[src/rtl/mvma_pkg.sv]
// Shared constants and types for the MVMA input-stream blocks.
// Frame layout is matrix (row-major), then bias b, then vector x.
package mvma_pkg;

    localparam int K       = 3;
    localparam int N_BEATS = K * K + 2 * K;

    localparam int M_BASE = 0;
    localparam int B_BASE = K * K;
    localparam int X_BASE = K * K + K;

    typedef enum logic [1:0] {
        IDLE   = 2'd0,
        PRIME  = 2'd1,
        STREAM = 2'd2,
        DONE   = 2'd3
    } feeder_state_t;

    function automatic int frame_len(input int k);
        return k * k + 2 * k;
    endfunction

endpackage

[src/rtl/feeder_mem.sv]
// Staging buffer for one frame: one write port (host), one registered read port (FSM).
// Contents are deliberately not reset so a frame survives a reset.
module feeder_mem #(
    parameter int WIDTH   = 8,
    parameter int SIZE    = 15,
    parameter int LOGSIZE = 4
) (
    input  logic               clk,
    input  logic               we,
    input  logic [LOGSIZE-1:0] waddr,
    input  logic [WIDTH-1:0]   wdata,
    input  logic               re,
    input  logic [LOGSIZE-1:0] raddr,
    output logic [WIDTH-1:0]   rdata
);

    logic [WIDTH-1:0] mem [0:SIZE-1];

    always_ff @(posedge clk) begin
        if (we) begin
            mem[waddr] <= wdata;
        end
        if (re) begin
            rdata <= mem[raddr];
        end
    end

endmodule

[src/rtl/mvma_stream_feeder.sv]
// Serializes one staged frame (matrix, b, x) onto a valid/ready byte stream.
// Output register plus skid register sustain one beat per cycle across the read latency.
module mvma_stream_feeder #(
    parameter int K     = mvma_pkg::K,
    parameter int WIDTH = 8,
    parameter int LOGN  = $clog2(mvma_pkg::frame_len(K))
) (
    input  logic                    clk,
    input  logic                    reset,
    input  logic                    wr_en,
    input  logic [LOGN-1:0]         wr_addr,
    input  logic [WIDTH-1:0]        wr_data,
    input  logic                    start,
    input  logic                    clr_err,
    output logic                    busy,
    output logic                    done,
    output logic                    wr_err,
    output logic                    m_valid,
    input  logic                    m_ready,
    output logic [WIDTH-1:0]        m_data,
    output mvma_pkg::feeder_state_t dbg_state
);

    import mvma_pkg::*;

    localparam int N = frame_len(K);
    localparam logic [LOGN:0]   N_W       = (LOGN + 1)'(N);
    localparam logic [LOGN-1:0] LAST_BEAT = LOGN'(N - 1);

    // Handshake: a beat moves on any posedge with m_valid && m_ready. m_valid is a
    // register, never a function of m_ready, and m_valid/m_data hold until that beat moves.

    feeder_state_t    state, state_d;
    logic [LOGN:0]    rd_ptr;
    logic [LOGN-1:0]  beat_cnt;
    logic             rd_pend;
    logic             out_valid, skid_valid;
    logic [WIDTH-1:0] out_data, skid_data, rd_data;
    logic             pop, last_pop, issue, mem_we, set_err, room;
    logic [1:0]       occ_after;

    assign pop      = out_valid & m_ready;
    assign last_pop = pop && (beat_cnt == LAST_BEAT);

    // Entries still held after this edge, counting a read already in flight.
    assign occ_after = 2'(out_valid) + 2'(skid_valid) + 2'(rd_pend) - 2'(pop);
    assign room      = (occ_after < 2'd2) && (rd_ptr < N_W);

    feeder_mem #(
        .WIDTH  (WIDTH),
        .SIZE   (N),
        .LOGSIZE(LOGN)
    ) u_mem (
        .clk  (clk),
        .we   (mem_we),
        .waddr(wr_addr),
        .wdata(wr_data),
        .re   (issue),
        .raddr(rd_ptr[LOGN-1:0]),
        .rdata(rd_data)
    );

    always_comb begin
        state_d = state;
        issue   = 1'b0;
        mem_we  = 1'b0;
        set_err = 1'b0;
        case (state)
            IDLE: begin
                if (wr_en) begin
                    if ({1'b0, wr_addr} < N_W) mem_we  = 1'b1;
                    else                        set_err = 1'b1;
                end
                if (start) begin
                    state_d = PRIME;
                    issue   = 1'b1;
                end
            end
            PRIME: begin
                set_err = wr_en;
                issue   = room;
                state_d = STREAM;
            end
            STREAM: begin
                set_err = wr_en;
                issue   = room;
                if (last_pop) state_d = DONE;
            end
            DONE: begin
                set_err = wr_en;
                state_d = IDLE;
            end
            default: state_d = IDLE;
        endcase
    end

    always_ff @(posedge clk or negedge reset) begin
        if (!reset) begin
            state    <= IDLE;
            rd_ptr   <= '0;
            beat_cnt <= '0;
            rd_pend  <= 1'b0;
            wr_err   <= 1'b0;
        end else begin
            state   <= state_d;
            rd_pend <= issue;
            if (state == DONE)  rd_ptr <= '0;
            else if (issue)     rd_ptr <= rd_ptr + 1'b1;
            if (state == DONE)  beat_cnt <= '0;
            else if (pop)       beat_cnt <= beat_cnt + 1'b1;
            if (set_err)        wr_err <= 1'b1;
            else if (clr_err)   wr_err <= 1'b0;
        end
    end

    // Read data lands in the output register when it is free (or draining with no
    // skid entry); otherwise it parks in the skid register.
    always_ff @(posedge clk or negedge reset) begin
        if (!reset) begin
            out_valid  <= 1'b0;
            out_data   <= '0;
            skid_valid <= 1'b0;
            skid_data  <= '0;
        end else if (last_pop) begin
            out_valid  <= 1'b0;
            skid_valid <= 1'b0;
        end else if (rd_pend) begin
            if (!out_valid || (pop && !skid_valid)) begin
                out_data  <= rd_data;
                out_valid <= 1'b1;
            end else if (pop) begin
                out_data  <= skid_data;
                skid_data <= rd_data;
            end else begin
                skid_data  <= rd_data;
                skid_valid <= 1'b1;
            end
        end else if (pop) begin
            if (skid_valid) begin
                out_data   <= skid_data;
                skid_valid <= 1'b0;
            end else begin
                out_valid <= 1'b0;
            end
        end
    end

    assign m_valid   = out_valid;
    assign m_data    = out_data;
    assign busy      = (state == PRIME) || (state == STREAM);
    assign done      = (state == DONE);
    assign dbg_state = state;

endmodule

[config.mk]
export PLATFORM = sky130hd
export DESIGN_NAME = mvma_stream_feeder
export DESIGN_NICKNAME = d
export VERILOG_FILES = /design/src/rtl/mvma_pkg.sv /design/src/rtl/feeder_mem.sv /design/src/rtl/mvma_stream_feeder.sv
export SDC_FILE = /design/constraint.sdc
export NUM_CORES = 1
export LEC_CHECK = 0
export ABC_CLOCK_PERIOD_IN_PS = 3500
export CAP_MARGIN = 20
export CORE_MARGIN = 5
export CORE_UTILIZATION = 50
export DETAILED_ROUTE_END_ITERATION = 10
export PLACE_DENSITY = 0.69
export SLEW_MARGIN = 20
export SYNTH_ARGS = -nofsm -noshare
export SYNTH_HDL_FRONTEND = slang
export SYNTH_SLANG_ARGS = --single-unit
export TNS_END_PERCENT = 10
[constraint.sdc]
create_clock -name clk -period 3.5 [get_ports clk]
set_input_delay 0.7 -clock clk [delete_from_list [all_inputs] [get_ports clk]]
set_output_delay 0.7 -clock clk [all_outputs]
set_load 0.05 [all_outputs]
==> metrics.md <==
| Metric | Value |
|---|---|
| First DRT Iteration DRCs | 294 |
| Drt via density | between 5 and 6 |
| Clk_skew | 4.37 ps |
| CP Cell Sequence | ha_1 > clkdlybuf4s50_1 |
| Peak Freq | 351 MHz |
| Post-DRT Antenna Nets | 0 |
| Ys Warns | 0 |
| Status | completed |
| Final setup fails | 0 |
| RSZ-0062 raised after global routing | no |
| WS Path Type | register to output port |
| Number of hold buffers added after CTS | 0 |
| Crit end category | output port |
| Crit-path max FO | 11 |
| Antenna diodes | 0 |
| Total GRT Usage | 0.165 |
| Postcts setup bufs | 0 |
| Max Buffers Root-to-Sink | 2 |
| Final hold vios | 0 |
| Final setup TNS | 0 ps |
| Num CTS Buffers | 17 |
| Syn_area_per_cell | 16.9 um2 |
| Vias in the first global route | between 3000 and 4000 |
| Fin crit period | 2850 ps |
| WL/cell | 19.3 um |
| Most common cell after layout, fill and taps aside | edfxtp_1 |
| Synth-to-Final Area Change | 16.7% |
| Post-Route WL | between 10 and 15 mm |
| Critical-path top delay cell | clkdlybuf4s50_1 |
| Detailed placement HPWL | around 8 mm |
| Critical path buffer and inverter count | 1 |
| Core area | 13100 um2 |
| Asr flop ratio synth | 0.195 |
| Share of post-route cells with drive strength above 1 | 0.131 |
| Clock tree sinks | approximately 160 |
| Worst-Margin Slew | 847 ps |
| Critical path's top delay family | buffers and inverters |
| 1st-pass router iterations | 5 |
| Syn_nets | roughly 420 |
| VDD IR max | 0.333 mV |
| Leak | 2.82 nW |
| Detailed-route DRC error count | 0 |
| Via count of the routed design | 3448 |
| Initial Util | 0.504 |
| CP startpoint kind | register |
| Final nets | between 400 and 500 |
| Max-cap violations | 0 |
| Initial antenna violation count | 0 |
| CTS tree | done |
| Sequential share of the synthesized area | 0.700 |
| DIE WIDTH | 125 um |
| Final worst-path cycle share | 0.815 |
| Clk root buf | clkbuf_16 |
| WHS | 480 ps |
| GR Overflow Total | 0 |
| Mapped cell area | between 6000 and 7000 um2 |
| CTS clock-pin slew for the worst setup and hold paths | 60 ps |
| Die H | 125 um |
| Post-CTS resize count | 0 |
| Hold WC Path Type | register to register |
| Ys flop type | edfxtp_1 |
| Core Rows | 42 |
| Worst Path Required | about 2800 ps |
| Slew margin rel. | 0.435 |
| Largest net degree at the start of global routing | 45 |
| Final Wtd Congestion | between 0.8 and 0.9 |
| CP arrival | 2150 ps |
| Synthesized flop and latch total | 159 |
| Fin. max-slew vios | 0 |
| First-pass GRT wire length | 19.4 mm |
| H-tree depth | 4 |
| Die footprint | 15600 um2 |
| EDFF count, synth | 128 |
| Fillers | 962 |
| Synth unique cells | between 40 and 50 |
| Ports | 32 |
| Post-Syn Instances | 390 |
| Clock Latency Late Sink | about 420 ps |
| Biggest cell delay along the critical path | 890 ps |
| PwrDens | between 800 and 900 nW/um2 |
| Commonest cells after routing, fill and taps aside | 128 x edfxtp_1, 31 x clkdlybuf4s50_1, 30 x dfrtp_1 |
| I/O Buffers | 31 |
[Yosys cell counts (2+ instances only)]
library cell	n	area (um2)
a211oi_1	7	52.6
a21o_1	3	22.5
a21oi_1	15	75.1
and3_1	2	12.5
buf_1	2	7.51
buf_12	2	40.0
buf_2	4	20.0
buf_6	2	22.5
clkbuf_1	4	15.0
dfrtp_1	31	776
edfxtp_1	128	3840
ha_1	11	138
inv_1	7	26.3
inv_2	2	7.51
mux2_1	8	90.1
mux2i_1	25	250
mux4_1	15	394
mux4_2	9	203
nand2_1	29	109
nand2b_1	2	12.5
nand3_1	4	20.0
nand4_1	2	12.5
nor2_1	21	78.8
nor2b_1	9	56.3
nor3_1	4	20.0
o21ai_0	3	15.0
o21ai_1	19	95.1
xnor2_1	3	26.3
xor2_1	2	17.5
[metal layers]
layer / track usage / vias up / share of wire
met5: 0 / - / 0
met4: 0.0612 / 0 / 0.015
met3: 0.0407 / 16 / 0.063
met2: 0.274 / 87 / 0.51
met1: 0.212 / 1729 / 0.41
li1: - / 1616 / -
[area by class of cell]
class	count	area, um2	area share
inverters	10	38.8	0.00504
clock inverters	13	146	0.0190
clock buffers	18	429	0.0557
flip-flops and latches	159	4620	0.600
well taps	176	220	0.0286
multi-input cells	206	1830	0.237
repair buffers	45	415	0.0540
[report_power, final]
group          internal [mW]  total (mW)  leakage (nW)  switching [mW]
Sequential              2.33        2.59          1.55           0.255
Combinational          0.835        1.93         0.985            1.09
Clock                   1.11        1.80         0.284           0.694
Total                   4.27        6.31          2.82            2.04
[worst register-to-register path, stage by stage (launching register included)]
cell and delay [ps]:
dfrtp_1 450, nand2_1 160, ha_1 300, ha_1 270, a21oi_1 170, xnor2_1 120
o21ai_4 290, nor2b_1 170, buf_4 180
[kinds of logic after synthesis]
family / Yosys count / synth area share
and+or+nand+nor: 81 / 0.0593
buffers and inverters: 25 / 0.0229
AOI/OAI and AO/OA: 52 / 0.0482
xor gates and xnor gates: 5 / 0.00664
muxes: 57 / 0.142
DFF: 159 / 0.700
adders and majority gates: 11 / 0.0209
[state kept, by name (all words and copies together), names as in the netlist]
signal	cells
u_mem.rdata	8
m_valid	1
skid_data	8
beat_cnt	4
u_mem.mem	120
skid_valid	1
dbg_state	2
wr_err	1
rd_pend	1
rd_ptr	5
m_data	8
[through the flow]
| stage | std cells | setup WS, ps | util | power (mW) | area (um2) |
|---|---|---|---|---|---|
| floorplan | 390 | 641 | - | 4.07 | 6600 |
| global placement | 596 | 367 | 0.544 | 4.51 | 7120 |
| detailed placement | 596 | 360 | 0.544 | 4.57 | 7120 |
| CTS | 627 | 632 | 0.588 | 6.39 | 7700 |
| global route | 627 | 589 | 0.588 | 6.65 | 7700 |
| finish | 627 | 649 | 0.588 | 6.31 | 7700 |
[path summary, 6_finish.rpt]
kind                         startpoint             end  slack, ps  cells after the start
max                        dbg_state[0]            done        650                      2
min                           m_data[7]       m_data[7]        480                      2
max reg2reg                     m_valid  u_mem.rdata[5]       1100                      8
min reg2reg                   m_data[7]       m_data[7]        480                      2
max in group asynchronous         reset       rd_ptr[0]       2520                      2
min in group asynchronous         reset    dbg_state[0]        670                      2
Note: power is estimated with default switching activity, not from simulation.
==> edit 1: new RTL, same flow settings <==
Register the output `dbg_state` once more; this adds one clock of latency there. The other outputs are not delayed to match.
--- a/src/rtl/mvma_stream_feeder.sv
+++ b/src/rtl/mvma_stream_feeder.sv
@@ -150,5 +150,7 @@
     assign busy      = (state == PRIME) || (state == STREAM);
     assign done      = (state == DONE);
-    assign dbg_state = state;
+    always_ff @(posedge clk) begin
+        dbg_state <= state;
+    end
 
 endmodule
Behaviour: not the same (a bounded check fails within 4 cycles, from zero or initial values and one cycle with reset low).
==> edit 1 against the original RTL <==
- worst setup slack gained 0.0099 ns
- design area shrank 0.18%
- die area grew 0.56%
- register-to-register slack lost 0.03 ns
- wire length shrank 4.1%
- power shrank 2.4%
- sequential cell count grew 2
- count of clock-buffer cells in the layout grew 1
- area after synthesis grew 0.61%
==> edit 1: results (changes against the original RTL) <==
| Metric | Value |
|---|---|
| Layout Cells excl Fill | 629 (+0.32%) |
| Psw | 2.00 mW (-1.8%) |
| Area post-placement | 7160 µm² (+0.46%) |
| Post-synthesis adder-cell area fraction | 2.07% (-0.013 points) |
| First-pass GRT wire length | 18.8 mm (-3.1%) |
| R2r setup slk | 1.07 ns (-0.03 ns) |
| Final WL | 11.6 mm (-4.1%) |
| Mux cell area share after synthesis | 14.1% (-0.086 points) |
| TritonRoute pass-1 iters | 4 (-1) |
| Hold wc startpoint | state[1] |
| Number of fill cells in the layout | 1009 (+4.9%) |
| Sequential fraction of the synthesis area | 70.2% (+0.18 points) |
| Reg2Reg Depth | 6 (-2) |
| Sequential cell fraction of total power | 42.5% (+1.5 points) |
| Area contributors post-synth | edfxtp_1 58%, dfrtp_1 12%, mux4_1 5.9% |
| Global Route Usage Sum | 15.9% (-0.59 points) |
| DRT iter0 DRCs | 239 (-19%) |
| CTS buffer count | 17 (unchanged) |
| Min Tclk post-route | 2.84 ns (-0.00986 ns) |
| Hpwl dp | 7.50 mm (-6.1%) |
| Reg2reg start | state[0] |
| Placed cell count | 597 (+0.17%) |
| R2R Path End | u_mem.mem[0][5] |
| Hold Path Sink | dbg_state[1] |
| Worst slew pin tran | 0.842 ns (-0.00488 ns) |
| Post-place setup slack | 0.356 ns (-0.00424 ns) |
| DR vias | 3411 (-1.1%) |
| Clock skew | 0.00505 ns (+0.000676 ns) |
| Layout cells sized above 1 | 12.8% (-0.28 points) |
| Vias in the first global route | 3577 (+1.9%) |
| Leak | 2.80 nW (-0.69%) |
| Hold depth | 0 (-2) |
| Syn Nets | 421 (+0.48%) |
| Result of the run | finished clean |
| Layout Nets | 469 (+0.21%) |
| Logic pwr share | 30.8% (+0.3 points) |
| Synth Area in XOR/XNOR | 0.660% (-0.0040 points) |
| Netlist cell types | 45 (+2.3%) |
-- edit 1: cell types whose count changed after synthesis, sizes merged --
cell / delta
dfxtp: +2
-- edit 1: per-stage QoR --
step	hold WS [ns]	utilization, %
4_1_cts	0.434	58.5
3_5_place_dp	0.420	54.5
2_1_floorplan	0.394	-
3_3_place_gp	0.407	54.5
6_report	0.427	58.5
5_1_grt	0.445	58.5
-- edit 1: area by class of cell --
cell class,instances,area (µm²),area share (%)
inverter,10,38.8,0.505
sequential,161,4660,60.6
clock inverter,13,96.3,1.25
clock buffer,19,433,5.63
tap,176,220,2.87
timing repair buffer,44,408,5.31
multi-input combinational,206,1830,23.8
-- edit 1: critical path, cell delays in order, from the launching register on --
cell and delay, ns:
dfrtp_1 0.39, ha_1 0.44, clkdlybuf4s50_1 0.89
-- edit 1: layer usage --
| metal | track usage (%) | routed length [µm] |
|---|---|---|
| met2 | 26.8 | 5970 |
| met5 | 0 | 0 |
| met4 | 4.97 | 87 |
| met3 | 5.50 | 618 |
| met1 | 19.5 | 4900 |
==> edit 2: new RTL, same settings <==
Made on the original files. `WIDTH` is set to 8 in 2 places; all go to 12.
--- a/src/rtl/feeder_mem.sv
+++ b/src/rtl/feeder_mem.sv
@@ -2,5 +2,5 @@
 // Contents are deliberately not reset so a frame survives a reset.
 module feeder_mem #(
-    parameter int WIDTH   = 8,
+    parameter int WIDTH   = 12,
     parameter int SIZE    = 15,
     parameter int LOGSIZE = 4
--- a/src/rtl/mvma_stream_feeder.sv
+++ b/src/rtl/mvma_stream_feeder.sv
@@ -3,5 +3,5 @@
 module mvma_stream_feeder #(
     parameter int K     = mvma_pkg::K,
-    parameter int WIDTH = 8,
+    parameter int WIDTH = 12,
     parameter int LOGN  = $clog2(mvma_pkg::frame_len(K))
 ) (
Ports: changed (resized m_data and wr_data); port bits go from 32 to 40. The function was not compared with the original's and may differ.
==> edit 2 against the original RTL <==
- area after synthesis up 41%
- sequential cell count up 72
- worst setup slack worse by 0.10 ns
- final cell count up 35%
- power up 39%
- critical path depth unchanged
- critical path type unchanged
- wire length up 40%
- clock power up 33%
- design area up 40%
==> edit 2: results (changes against the original RTL) <==
| Metric | Value |
|---|---|
| Result of the run | finished clean |
| Post-synth top cells | 192 x edfxtp_1, 39 x dfrtp_1, 37 x mux2i_1 |
| Met3 GRT Util | 2.82% (-1.2 points) |
| Crit path max-delay family | buffers and inverters |
| Number of enable flip-flop cells after synthesis | 192 (+50%) |
| Ys flop type | edfxtp_1 |
| Leak | 3.82 nW (+36%) |
| Root Buffer Master | clkbuf_16 |
| Vias/cell | 5.59 (+1.7%) |
| Vias in the first global route | 4943 (+41%) |
| H-tree levels | 1 (-3) |
| Reg clk slew, reported paths | 0.06 ns (about the same) |
| Critical Path Max Stage Delay | 0.89 ns (about the same) |
| Routability cong. | 0.769 (-4.0%) |
| First-pass GRT wire length | 27.6 mm (+42%) |
| Sequential fraction of the synthesis area | 72.3% (+2.3 points) |
| TritonRoute pass-1 iters | 5 (unchanged) |
| Most flops, register | u_mem.mem |
| CTS buffer count | 24 (+7) |
| PortBufs | 39 (+26%) |
| Netlist cell types | 38 (-14%) |
| Worst IR Drop VDD | 530 µV (+59%) |
| Global Route Usage Sum | 16.2% (-0.30 points) |
| Area contributors post-synth | edfxtp_1 62%, dfrtp_1 10%, mux4_2 8.7% |
| Layout Nets | 625 (+34%) |
| Hpwl dp | 10.9 mm (+37%) |
| Post-CTS Resized | 0 (unchanged) |
| Clock skew | 0.0114 ns (+0.00698 ns) |
| Clk_lat worst skew | 0.51 ns (+0.09 ns) |
| Worst slew pin tran | 0.921 ns (+0.0743 ns) |
| Asr flop ratio synth | 16.9% (-2.6 points) |
| Deepest clock path buffer count | 3 (+1) |
| Met2 usage | 27.2% (-0.21 points) |
| Critical Path AT | 2.25 ns (+0.10 ns) |
| DRT iter0 DRCs | 296 (+0.68%) |
| GR Util met1 | 22.5% (+1.4 points) |
| Largest register FFs | 180 (+50%) |
| Final WL | 16.8 mm (+40%) |
| Setup bufs post-CTS | 0 (unchanged) |
| Layout cells sized above 1 | 18.5% (+5.4 points) |
| Worst-path fanout max | 11 (unchanged) |
| Initial antenna violation count | 0 (unchanged) |
| Path category of the worst min-delay check | input port to async pin |
| Yosys warns | 0 (unchanged) |
| Syn Nets | 562 (+34%) |
| Antenna Cells | 0 (unchanged) |
| CP max stage cell | clkdlybuf4s50_1 |
| Largest net degree at the start of global routing | 50 (+11%) |
-- edit 2: path summary, 6_finish.rpt --
path	startpoint	to	slack, ns	depth (start not counted)
setup / recovery	dbg_state[1]	done	0.55	2
hold / removal	reset	dbg_state[0]	0.31	1
setup reg to reg	rd_ptr[0]	u_mem.rdata[11]	1.13	4
hold reg to reg	skid_data[1]	skid_data[1]	0.48	1
max in group asynchronous	reset	rd_ptr[1]	2.61	1
min in group clk	skid_data[1]	skid_data[1]	0.48	1
-- edit 2: per-stage QoR --
stage               hold WS (ns)  worst slack [ns]  instance area, µm²  instances  util [%]
global placement           0.468             0.411               10000        800      54.2
floorplan                  0.404             0.478                9330        529         -
global route               0.376             0.456               10800        844      58.3
CTS                        0.323             0.531               10800        844      58.3
detailed placement         0.475             0.393               10000        800      54.2
finish                     0.309             0.546               10800        844      58.3
-- edit 2: cells by family (layout without fill, tap and decap cells) --
group	Yosys count	in the layout	share of synthesized area [%]
AOI/OAI and AO/OA	70	70	4.94
xor gates and xnor gates	5	5	0.470
adders and majority gates	11	11	1.48
buffers and inverters	36	117	2.20
DFF	231	231	72.3
muxes	85	85	14.1
and+or+nand+nor	91	91	4.53
-- edit 2: cell type report --
class / instances / area (µm²)
repair buffers: 63 / 578
fillers: 1398 / 7720
clock buffers: 29 / 619
inverters: 10 / 37.5
multi-input cells: 262 / 2390
flip-flops and latches: 231 / 6740
well taps: 234 / 293
clock inverters: 15 / 134
-- edit 2: layer usage --
| metal | share of wire, % | up-vias |
|---|---|---|
| met5 | 0 | - |
| li1 | - | 2170 |
| met1 | 43 | 2409 |
| met3 | 4.7 | 30 |
| met2 | 50 | 111 |
| met4 | 1.9 | 0 |
-- edit 2: worst reg2reg max path, stage by stage (launching register included) --
cell and delay [ns]:
dfrtp_2 0.81, mux4_2 0.62, nor2b_1 0.15, a211oi_1 0.40, a21oi_1 0.12
-- edit 2: power by group --
part	leakage, nW	total (mW)	switching, mW	internal (mW)
Clock	0.371	2.40	0.988	1.41
Sequential	2.22	3.70	0.324	3.37
Combinational	1.23	2.68	1.50	1.18
